## src/rtl/mem_rmw_ctrl.sv

```systemverilog
`timescale 1ns/1ps
// Single-outstanding load/store controller for a 32-bit word memory port.
// Sub-word stores are done as read-modify-write; misaligned or illegal requests return an error.
module mem_rmw_ctrl (
  input  logic        clk_i,
  input  logic        rst_n_i,
  input  logic        req_valid_i,
  output logic        req_ready_o,
  input  logic [31:0] req_addr_i,
  input  logic        req_we_i,
  input  logic [1:0]  req_size_i,
  input  logic        req_signed_i,
  input  logic [31:0] req_wdata_i,
  output logic        rsp_valid_o,
  input  logic        rsp_ready_i,
  output logic [31:0] rsp_rdata_o,
  output logic        rsp_err_o,
  output logic [31:0] mem_rd_addr_o,
  input  logic [31:0] mem_rd_data_i,
  output logic [31:0] mem_wr_addr_o,
  output logic [31:0] mem_wr_data_o,
  output logic        mem_wr_enable_o
);

  typedef enum logic [2:0] {
    IDLE,
    WRITE,
    READ,
    DATA,
    RESP
  } state_t;

  localparam logic [1:0] SZ_BYTE = 2'd0;
  localparam logic [1:0] SZ_HALF = 2'd1;
  localparam logic [1:0] SZ_WORD = 2'd2;
  localparam logic [1:0] SZ_ILL  = 2'd3;

  state_t      state_q, state_d;

  logic [31:0] addr_q;
  logic        we_q;
  logic [1:0]  size_q;
  logic        signed_q;
  logic [31:0] wdata_q;
  logic [31:0] rdata_q;
  logic        err_q;
  logic        err_pend_q;

  logic        accept;
  logic        req_err;
  logic [31:0] aligned_addr;
  logic [4:0]  lane_shift;
  logic [7:0]  rd_byte;
  logic [15:0] rd_half;
  logic [31:0] load_val;
  logic [31:0] lane_mask;
  logic [31:0] lane_data;
  logic [31:0] merged_wdata;
  logic        wr_en_raw;

  // An erroring request parks in IDLE for one cycle with ready low, so its
  // response appears one edge after acceptance like a word store.
  assign req_ready_o  = (state_q == IDLE) && !err_pend_q;
  assign accept       = req_valid_i && req_ready_o;
  assign req_err      = (req_size_i == SZ_ILL)
                     || ((req_size_i == SZ_HALF) && req_addr_i[0])
                     || ((req_size_i == SZ_WORD) && (req_addr_i[1:0] != 2'b00));

  assign aligned_addr = {addr_q[31:2], 2'b00};
  assign lane_shift   = {addr_q[1:0], 3'b000};

  assign rsp_valid_o   = (state_q == RESP);
  assign rsp_rdata_o   = rdata_q;
  assign rsp_err_o     = err_q;
  assign mem_rd_addr_o = aligned_addr;
  assign mem_wr_addr_o = aligned_addr;

  always_ff @(posedge clk_i) begin
    if (!rst_n_i) begin
      state_q <= IDLE;
    end else begin
      state_q <= state_d;
    end
  end

  always_comb begin
    state_d = state_q;
    case (state_q)
      IDLE: begin
        if (err_pend_q) begin
          state_d = RESP;
        end else if (accept && !req_err) begin
          if (req_we_i && (req_size_i == SZ_WORD)) begin
            state_d = WRITE;
          end else begin
            state_d = READ;
          end
        end
      end
      WRITE:   state_d = RESP;
      READ:    state_d = DATA;
      DATA:    state_d = RESP;
      RESP: begin
        if (rsp_ready_i) begin
          state_d = IDLE;
        end
      end
      default: state_d = IDLE;
    endcase
  end

  // Lane extraction and extension for loads
  always_comb begin
    rd_byte  = mem_rd_data_i[lane_shift +: 8];
    rd_half  = addr_q[1] ? mem_rd_data_i[31:16] : mem_rd_data_i[15:0];
    load_val = mem_rd_data_i;
    case (size_q)
      SZ_BYTE: load_val = {{24{signed_q & rd_byte[7]}}, rd_byte};
      SZ_HALF: load_val = {{16{signed_q & rd_half[15]}}, rd_half};
      default: load_val = mem_rd_data_i;
    endcase
  end

  // Lane replacement for sub-word stores
  always_comb begin
    lane_mask = '0;
    lane_data = '0;
    case (size_q)
      SZ_BYTE: begin
        lane_mask = 32'h0000_00FF << lane_shift;
        lane_data = {4{wdata_q[7:0]}};
      end
      SZ_HALF: begin
        lane_mask = addr_q[1] ? 32'hFFFF_0000 : 32'h0000_FFFF;
        lane_data = {2{wdata_q[15:0]}};
      end
      default: begin
        lane_mask = '1;
        lane_data = wdata_q;
      end
    endcase
    merged_wdata = (mem_rd_data_i & ~lane_mask) | (lane_data & lane_mask);
  end

  always_comb begin
    wr_en_raw       = (state_q == WRITE) || ((state_q == DATA) && we_q);
    mem_wr_enable_o = wr_en_raw && rst_n_i;
    mem_wr_data_o   = '0;
    if (mem_wr_enable_o) begin
      mem_wr_data_o = (state_q == WRITE) ? wdata_q : merged_wdata;
    end
  end

  always_ff @(posedge clk_i) begin
    if (!rst_n_i) begin
      addr_q     <= '0;
      we_q       <= 1'b0;
      size_q     <= '0;
      signed_q   <= 1'b0;
      wdata_q    <= '0;
      rdata_q    <= '0;
      err_q      <= 1'b0;
      err_pend_q <= 1'b0;
    end else begin
      if (accept) begin
        addr_q     <= req_addr_i;
        we_q       <= req_we_i;
        size_q     <= req_size_i;
        signed_q   <= req_signed_i;
        wdata_q    <= req_wdata_i;
        rdata_q    <= '0;
        err_q      <= 1'b0;
        err_pend_q <= req_err;
      end
      if ((state_q == IDLE) && err_pend_q) begin
        err_q      <= 1'b1;
        err_pend_q <= 1'b0;
      end
      if ((state_q == DATA) && !we_q) begin
        rdata_q <= load_val;
      end
    end
  end

endmodule
```

## config.mk

```make
export PLATFORM = sky130hd
export DESIGN_NAME = mem_rmw_ctrl
export DESIGN_NICKNAME = d
export VERILOG_FILES = /design/src/rtl/mem_rmw_ctrl.sv
export SDC_FILE = /design/constraint.sdc
export NUM_CORES = 1
export LEC_CHECK = 0
export BUFFER_PORTS_ARGS = -buffer_cell sky130_fd_sc_hd__buf_2
export CAP_MARGIN = 10
export CORE_ASPECT_RATIO = 0.5
export CORE_UTILIZATION = 44
export DETAILED_ROUTE_END_ITERATION = 6
export GPL_ROUTABILITY_DRIVEN = 0
export GPL_TIMING_DRIVEN = 0
export PLACE_DENSITY = 0.85
export SLEW_MARGIN = 20
export SYNTH_ARGS = -nofsm -noshare
export SYNTH_HDL_FRONTEND = slang
export SYNTH_SLANG_ARGS = --single-unit
```

## constraint.sdc

```tcl
create_clock -name clk_i -period 1.85 [get_ports clk_i]
set_clock_uncertainty 0.2 [all_clocks]
set_input_delay 0.0925 -clock clk_i [delete_from_list [all_inputs] [get_ports clk_i]]
set_output_delay 0.0925 -clock clk_i [all_outputs]
set_load 0.05 [all_outputs]
```

==> results of run 1 <==
## timing repair
| item | 4_1_cts |
|---|---|
| cloned | 5 |
| hold buffers | 96 |
| gates resized for setup | 194 |
| endpoints found under the hold margin | 98 |
| pin swaps | 29 |
| endpoints found under the setup margin | 104 |
| setup buffers | 36 |
## cells in the mapped netlist (all sizes together) (4+ instances only)
cell type,count,area (um^2)
nand2,167,627
dfxtp,105,2100
a21oi,90,462
buf,89,623
o21ai,36,180
mux2i,35,350
clkbuf,27,101
a221o,24,240
nor2,20,75.1
inv,15,56.3
o22ai,13,81.3
mux2,10,113
nand2b,10,62.6
nor3,10,50.1
a31oi,9,56.3
o211ai,8,60.1
o221ai,7,61.3
a2bb2oi,5,43.8
mux4,5,113
a22o,4,35.0
a22oi,4,30.0
and2,4,25.0
## logic make-up after synthesis
logic type	count (synthesis)	synth area share
other cells	1	0.000652
simple gates	221	0.162
flops	105	0.366
mux	50	0.100
buf+inv	131	0.136
compound gates	210	0.236
## routing by layer
metal	GRT overflow	GRT usage
met5	0	0.595
met4	30	0.762
met3	1	0.790
met2	28	0.943
met1	4	0.874
## stage by stage
step / setup TNS (ns) / utilization / std cells
detailed placement: -14.42 / 0.604 / 1122
CTS: -11.22 / 0.797 / 1272
global placement: -13.25 / 0.604 / 1122
floorplan: -27.11 / - / 721
==> metrics.md, run 1 <==
| Metric | Value |
|---|---|
| Ports | between 200 and 250 |
| Chip Height | ~83 um |
| Async set-or-reset flop fraction in the synthesized netlist | 0 |
| Post-GRT worst EP | mem_wr_data_o[6] |
| Post-synth cell types | 47 |
| Root Driver | clkbuf_16 |
| Hpwl dp | approximately 15000 um |
| Site Rows | 29 |
| Number of CTS-inserted buffers | 9 |
| Syn. warnings | 0 |
| Max Root-Sink Buffers | 2 |
| Pre-CTS setup slack | -0.415 ns |
| Failed at | global routing (5_1_grt) |
| Syn Area/Cell | about 8.0 um^2 |
| # clock sinks | between 100 and 150 |
| Starting Density | 0.453 |
| DIE WIDTH | between 150 and 200 um |
| Number of synthesized register bits | around 110 |
| Error | [ERROR GRT-0232] Routing congestion too high. Check the congestion heatmap in the GUI. |
| Most used DFF post-synth | dfxtp_1 |
| Largest net degree at the start of global routing | 22 |
| WEP type | top-level output |
| Aggregate global-route resource usage | 0.853 |
| Status | aborted with a tool error |
| Post-Syn Area | ~0.0058 mm^2 |
| GRT overflow | 63 |
| Synthesized instance count | ~700 |
| Sequential fraction of the synthesis area | 0.366 |
| Initial antenna violation count | 20 |
| I/O Buffers | about 230 |
| H-tree Lvls | 3 |
| EDFF count, synth | 0 |
| Post-DP Area | 0.00767 mm^2 |
==> run 2, diff against run 1 <==
--- a/config.mk
+++ b/config.mk
@@ -7,12 +7,11 @@
 export LEC_CHECK = 0
 export BUFFER_PORTS_ARGS = -buffer_cell sky130_fd_sc_hd__buf_2
 export CAP_MARGIN = 10
-export CORE_ASPECT_RATIO = 0.5
-export CORE_UTILIZATION = 44
+export CORE_UTILIZATION = 30
 export DETAILED_ROUTE_END_ITERATION = 6
 export GPL_ROUTABILITY_DRIVEN = 0
 export GPL_TIMING_DRIVEN = 0
-export PLACE_DENSITY = 0.85
+export PLACE_DENSITY_LB_ADDON = 0.15
 export SLEW_MARGIN = 20
 export SYNTH_ARGS = -nofsm -noshare
 export SYNTH_HDL_FRONTEND = slang
==> constraint.sdc (replaced) <==
create_clock -name clk_i -period 2.4 [get_ports clk_i]
set_clock_uncertainty 0.2 [all_clocks]
set_input_delay 0.12 -clock clk_i [delete_from_list [all_inputs] [get_ports clk_i]]
set_output_delay 0.12 -clock clk_i [all_outputs]
set_load 0.05 [all_outputs]
==> run 2 against run 1 <==
Effect of this change: the run now ends clean; synthesized cell count did not move; synthesized area did not move.
==> metrics.md, run 2 <==
| Metric | Value |
|---|---|
| Max VDD drop | roughly 0.00040 V |
| Vias in the first global route | approximately 5.9k |
| CP arrival | approximately 2.0 ns |
| Die ar. | roughly 0.02 mm^2 |
| DIE WIDTH | 140 um (-14%) |
| Max-cap viol count | 0 |
| Critical Path RT | between 2 and 2.5 ns |
| Most used DFF post-synth | dfxtp_1 |
| Average wire per standard cell | 16.6 um |
| Ports | 236 (unchanged) |
| Crit Path Category | reg2out |
| Synth top area share | 0.366 (unchanged) |
| Worst Path Buf+Inv | 3 |
| First-pass GRT wire length | between 30000 and 40000 um |
| DRT Pass-1 Iters | 4 |
| Reg2Reg Setup Slack | between 0.2 and 0.3 ns |
| Synthesized instance count | 718 (unchanged) |
| Async set-or-reset flop fraction in the synthesized netlist | 0 (unchanged) |
| Final setup vio count | 0 |
| Final std cells w/o fill | 1310 |
| Setup crit start kind | register |
| Largest net degree at the start of global routing | 18 |
| Syn Area/Cell | 8.01 um^2 (unchanged) |
| GRT overflow | 0 |
| Initial antenna violation count | 0 |
| # diodes | 0 |
| Area Growth Syn to Fin | 56.6% |
| Max Freq | approximately 430 MHz |
| Leakage | around 4 nW |
| TritonCTS clock tree | built |
| Period utilisation layout | 0.980 |
| H-tree Lvls | 3 (unchanged) |
| Relative slew slack | 0.517 |
| Root Driver | clkbuf_16 |
| Reg2reg start | size_q[1] |
| Aggregate global-route resource usage | 0.216 |
| I/O Buffers | 231 (unchanged) |
| Most common cell after layout, fill and taps aside | buf_2 |
| Top post-synthesis cells by area | dfxtp_1 37%, nand2_1 11%, buf_4 8.7% |
| Final Max Tran Viols | 0 |
| Via count | approximately 6.3k |
| Post-synth cell types | 47 (unchanged) |
| Crit. Startpoint | size_q[0] |
| Status | completed |
| Site Rows | 50 (+72%) |
| Worst Path Max Fanout | 10 |
| Vias per cell | 4.83 |
| Critical path, cell by cell | buf_4 -> nand2b_4 -> a221oi_4 -> buf_12 -> mux2i_1 -> nor2_2 -> buf_6 |
| Largest stage delay, worst path | ~0.32 ns |
| Fill cell count | ~1.9k |
| EDFF count, synth | 0 (unchanged) |
| DRT antenna net count | 0 |
| Most common cell in the netlist | nand2_1 |
| Core Box Area | 0.0188 mm^2 |
| Number of CTS-inserted buffers | 9 (unchanged) |
| Max Root-Sink Buffers | 2 (unchanged) |
| # clock sinks | 105 (unchanged) |
| # nets final | around 1.2k |
| Detailed-route DRC error count | 0 |
| Initial DRC Count | approximately 370 |
| Family with the most delay on the worst path | buffers and inverters |
| Power per Cell Area | ~860 mW/mm^2 |
| Synth top cells by count | 167 x nand2_1, 105 x dfxtp_1, 89 x a21oi_1, 67 x buf_4 |
| CP Capture Type | output port |
| Hold/Removal Path Class | in2reg |
| Total power | approximately 7.7 mW |
| Worst path slowest cell | dfxtp_1 |
| Sequential fraction of the synthesis area | 0.366 (unchanged) |
| Hpwl dp | 16100 um (+7.5%) |
| Clock slew at reported path FFs | roughly 0.07 ns |
| Worst skew pair latency | about 0.36 ns |
| Crit path time final | between 2 and 2.5 ns |
| Routed Wire Length | 21700 um |
| Chip Height | 140 um (+70%) |
| Starting Density | 0.306 (-0.146) |
| Syn. warnings | 0 (unchanged) |
| Slew @ Worst Pin | roughly 0.72 ns |
| Final Hold Fails | 0 |
| Hold Crit Start | rst_n_i |
| Share of cells above drive strength 1 | 0.391 |
| Inst Count DP | 1186 (+5.7%) |
| Post-Syn Area | 0.00575 mm^2 (unchanged) |
| Dominant cell type by area after synthesis | dfxtp_1 |
| Number of synthesized register bits | 105 (unchanged) |
| Commonest non-fill, non-tap cells in the layout | 218 x buf_2, 159 x nand2_1, 100 x dfxtp_1, 98 x dlygate4sd3_1, 90 x buf_4 |
run 2: metrics by stage:
step / hold slack (ns) / area (um^2) / TNS [ns] / utilization / setup slack (ns)
floorplan: 0.0510 / 5850 / 0 / - / 0.00792
global placement: 0.161 / 7290 / -1.48 / 0.389 / -0.155
detailed placement: 0.167 / 7290 / -1.18 / 0.389 / -0.137
CTS: 0.00278 / 8800 / -0.0201 / 0.469 / -0.0201
global route: 0.0194 / 9010 / -0.0615 / 0.480 / -0.0432
finish: 0.00942 / 9010 / 0 / 0.480 / 0.0480
run 2: final timing paths:
check,to,cells past startpoint
setup / recovery,mem_wr_data_o[0],7
hold / removal,state_q[1],3
setup reg to reg,rsp_rdata_o[26],7
hold reg to reg,rsp_rdata_o[1],2
run 2: repair_timing:
item,CTS,global route
resized for setup,71,41
setup endpoints to repair,33,32
setup buffers,2,9
hold buffers,98,0
endpoints found under the hold margin,99,0
pin swaps,6,8
run 2: cell families after synthesis:
| family | count (synthesis) | synth area share |
|---|---|---|
| AOI/OAI and AO/OA | 210 | 0.236 |
| buffers and inverters | 131 | 0.136 |
| DFF | 105 | 0.366 |
| muxes | 50 | 0.100 |
| other | 1 | 0.000652 |
| and+or+nand+nor | 221 | 0.162 |
run 2: worst reg2reg max path: stages (launching register included):
cell and delay (ns):
dfxtp_1 0.30, clkbuf_4 0.19, clkinvlp_4 0.17, buf_4 0.13, nand4_1 0.09, a211oi_2 0.59, buf_4 0.30, a221o_1 0.12
run 2: metal layers:
layer / part of all wire / track usage / vias up
met5: 0 / 0 / -
met4: 0.016 / 0.0595 / 0
met3: 0.052 / 0.0479 / 25
met2: 0.47 / 0.359 / 196
met1: 0.46 / 0.280 / 2943
li1: - / - / 3161
run 2: report_power, final:
| group | internal [mW] | switching [mW] | total, mW |
|---|---|---|---|
| Clock | 0.713 | 0.696 | 1.41 |
| Combinational | 1.50 | 2.52 | 4.02 |
| Sequential | 2.01 | 0.284 | 2.30 |
run 2: area by class of cell:
type                    count  area (um^2)  share of cell area
multi-input cells         485         3120               0.346
repair buffers            340         2360               0.263
flip-flops and latches    105         2110               0.235
plain buffers             115          777              0.0863
well taps                 234          293              0.0325
clock buffers              11          233              0.0258
inverters                  15         70.1             0.00778
clock inverters             5         38.8             0.00431
No activity file was read; power rests on OpenSTA's default activity.
==> run 3, diff against run 2 <==
--- a/config.mk
+++ b/config.mk
@@ -5,7 +5,7 @@
 export SDC_FILE = /design/constraint.sdc
 export NUM_CORES = 1
 export LEC_CHECK = 0
-export BUFFER_PORTS_ARGS = -buffer_cell sky130_fd_sc_hd__buf_2
+export BUFFER_PORTS_ARGS = -buffer_cell sky130_fd_sc_hd__clkbuf_2
 export CAP_MARGIN = 10
 export CORE_UTILIZATION = 30
 export DETAILED_ROUTE_END_ITERATION = 6
==> run 3 against run 2 <==
Effect of this change: count of clock-buffer cells in the layout stayed put; sequential power hardly changed; register-to-register slack hardly changed; core utilization is 0.75 points higher; hold slack better by 0.013 ns; global-route usage is 0.077 points higher; design area is 1.6% higher; fmax is 0.54% higher; critical path type unchanged; critical endpoint is now mem_wr_data_o[9].
==> metrics.md, run 3 (synthesis gave the netlist of run 2 again) <==
| Metric | Value |
|---|---|
| Final std cells w/o fill | 1307 (-0.23%) |
| Met2 Use GR | 0.360 (+0.000526) |
| GRT Max-Usage Layer | met2 |
| Leakage | 4.02 nW (-1.0%) |
| Post-DP Area | 0.00729 mm^2 (unchanged) |
| Inst Count DP | 1186 (unchanged) |
| DRT Pass-1 Iters | 5 (+1) |
| Max-cap viol count | 0 (unchanged) |
| Period utilisation layout | 0.975 (-0.00527) |
| Starting Density | 0.306 (unchanged) |
| Max Root-Sink Buffers | 2 (unchanged) |
| Hold WS | 0.0224 ns (+0.0130 ns) |
| CP Capture Type | output port |
| Initial DRC Count | 312 (-17%) |
| Initial antenna violation count | 0 (unchanged) |
| Area Growth Syn to Fin | 59.1% |
| Worst path slowest cell | dfxtp_1 |
| Chip Height | 140 um (unchanged) |
| Register area | 0.00212 mm^2 (+0.12%) |
| Root Driver | clkbuf_16 |
| Crit path time final | 2.34 ns (-0.0127 ns) |
| Critical Path RT | 2.08 ns (about the same) |
| Critical path, cell by cell | buf_4 -> or2_4 -> a21oi_4 -> buf_12 -> mux2i_2 -> a21oi_2 -> clkbuf_8 |
| Vias in the first global route | 6012 (+1.5%) |
| Largest stage delay, worst path | 0.32 ns (about the same) |
| Average wire per standard cell | 16.6 um (about the same) |
| First-pass GRT wire length | 33000 um (+0.44%) |
| RSZ-0062 raised after global routing | true |
| I/O Buffers | 231 (unchanged) |
| TritonCTS clock tree | built |
| Fill cell count | 1847 (-1.5%) |
| Largest net degree at the start of global routing | 17 (-1) |
| Power per Cell Area | 873 mW/mm^2 (+1.8%) |
| Max Freq | 427 MHz (+0.54%) |
| Via count | 6321 (-0.063%) |
| Final Hold Fails | 0 (unchanged) |
| Clock slew at reported path FFs | 0.07 ns (about the same) |
| Site Rows | 50 (unchanged) |
| Hold/Removal Path Class | in2reg |
| Worst Path Max Fanout | 10 (unchanged) |
| Setup crit start kind | register |
| Grt met3 use | 0.0342 (-0.0137) |
| CP arrival | 2.02 ns (about the same) |
| GRT overflow | 0 (unchanged) |
| Max VDD drop | 0.000420 V (+5.5%) |
| Final Max Tran Viols | 0 (unchanged) |
| # nets final | 1173 (-0.17%) |
| Vias per cell | 4.84 (+0.17%) |
| Number of CTS-inserted buffers | 9 (unchanged) |
| Relative slew slack | 0.514 (-0.00288) |
| Aggregate global-route resource usage | 0.216 (+0.000772) |
| Hpwl dp | 16200 um (+0.65%) |
| Detailed-route DRC error count | 0 (unchanged) |
| Crit Path Category | reg2out |
| Setup TNS | 0 ns (unchanged) |
| DIE WIDTH | 140 um (unchanged) |
| Die ar. | 0.0197 mm^2 (unchanged) |
| Met1 Use GR | 0.286 (+0.00653) |
| Worst skew pair latency | 0.35 ns (about the same) |
| Multi-input gate area | 0.00319 mm^2 (+2.4%) |
| # clock sinks | 105 (unchanged) |
| Core Box Area | 0.0188 mm^2 (unchanged) |
| H-tree Lvls | 3 (unchanged) |
| DRT antenna net count | 0 (unchanged) |
| Routed Wire Length | 21700 um (-0.26%) |
| Status | completed |
| Slew @ Worst Pin | 0.727 ns (+0.00432 ns) |
| Final setup vio count | 0 (unchanged) |
| Commonest non-fill, non-tap cells in the layout | 208 x clkbuf_2, 160 x nand2_1, 100 x dfxtp_1, 97 x dlygate4sd3_1, 78 x buf_4 |
| Ports | 236 (unchanged) |
| Post-route cell area | 0.00915 mm^2 (+1.6%) |
| Share of cells above drive strength 1 | 0.398 (+0.00669) |
| Most common cell after layout, fill and taps aside | clkbuf_2 |
| # diodes | 0 (unchanged) |
[run 3: layout make-up]
type / instances / share of cell area
plain buffers: 115 / 0.0837
clock buffers: 11 / 0.0265
clock inverters: 4 / 0.00848
inverters: 15 / 0.00725
multi-input cells: 485 / 0.349
flip-flops and latches: 105 / 0.231
well taps: 234 / 0.0320
repair buffers: 338 / 0.262
[run 3: through the flow]
| stage | worst slack (ns) | utilization | power [mW] |
|---|---|---|---|
| 6_report | 0.0607 | 0.487 | 7.98 |
| 5_1_grt | -0.0107 | 0.487 | 8.41 |
| 4_1_cts | 0.00118 | 0.482 | 7.90 |
| 3_5_place_dp | -0.166 | 0.389 | 5.89 |
| 3_3_place_gp | -0.188 | 0.389 | 5.89 |
| 2_1_floorplan | 0.00792 | - | 5.00 |
[run 3: timing repair]
item | in CTS | in global routing
pin swaps | 6 | 3
endpoints found under the setup margin | 33 | 32
setup buffers | 7 | 3
resized for setup | 98 | 31
endpoints found under the hold margin | 98 | 0
hold buffers | 97 | 0
[run 3: critical path, delay by kind of cell (launching register included)]
kind,cells,cell delay [ns]
flip-flops,1,0.32
AO/OA/AOI/OAI,2,0.26
buffers and inverters,3,0.55
AND/OR/NAND/NOR,1,0.30
multiplexers,1,0.24
[run 3: report_power, final]
part	internal, mW	switching (mW)
Sequential	2.01	0.282
Clock	0.942	0.671
Combinational	1.52	2.56
[run 3: final timing paths]
check                   start               end  slack (ns)  cells after the start
min reg2reg    rsp_rdata_o[1]    rsp_rdata_o[1]        0.27                      2
max                 size_q[0]  mem_wr_data_o[9]        0.06                      7
min          mem_rd_data_i[1]    rsp_rdata_o[1]        0.02                      4
max reg2reg        state_q[2]   rsp_rdata_o[30]        0.27                      5
[run 3: routing by layer]
metal	vias up	routed length, um
li1	3158	-
met1	2930	10100
met2	212	10200
met3	21	1020
met4	0	361
met5	-	0
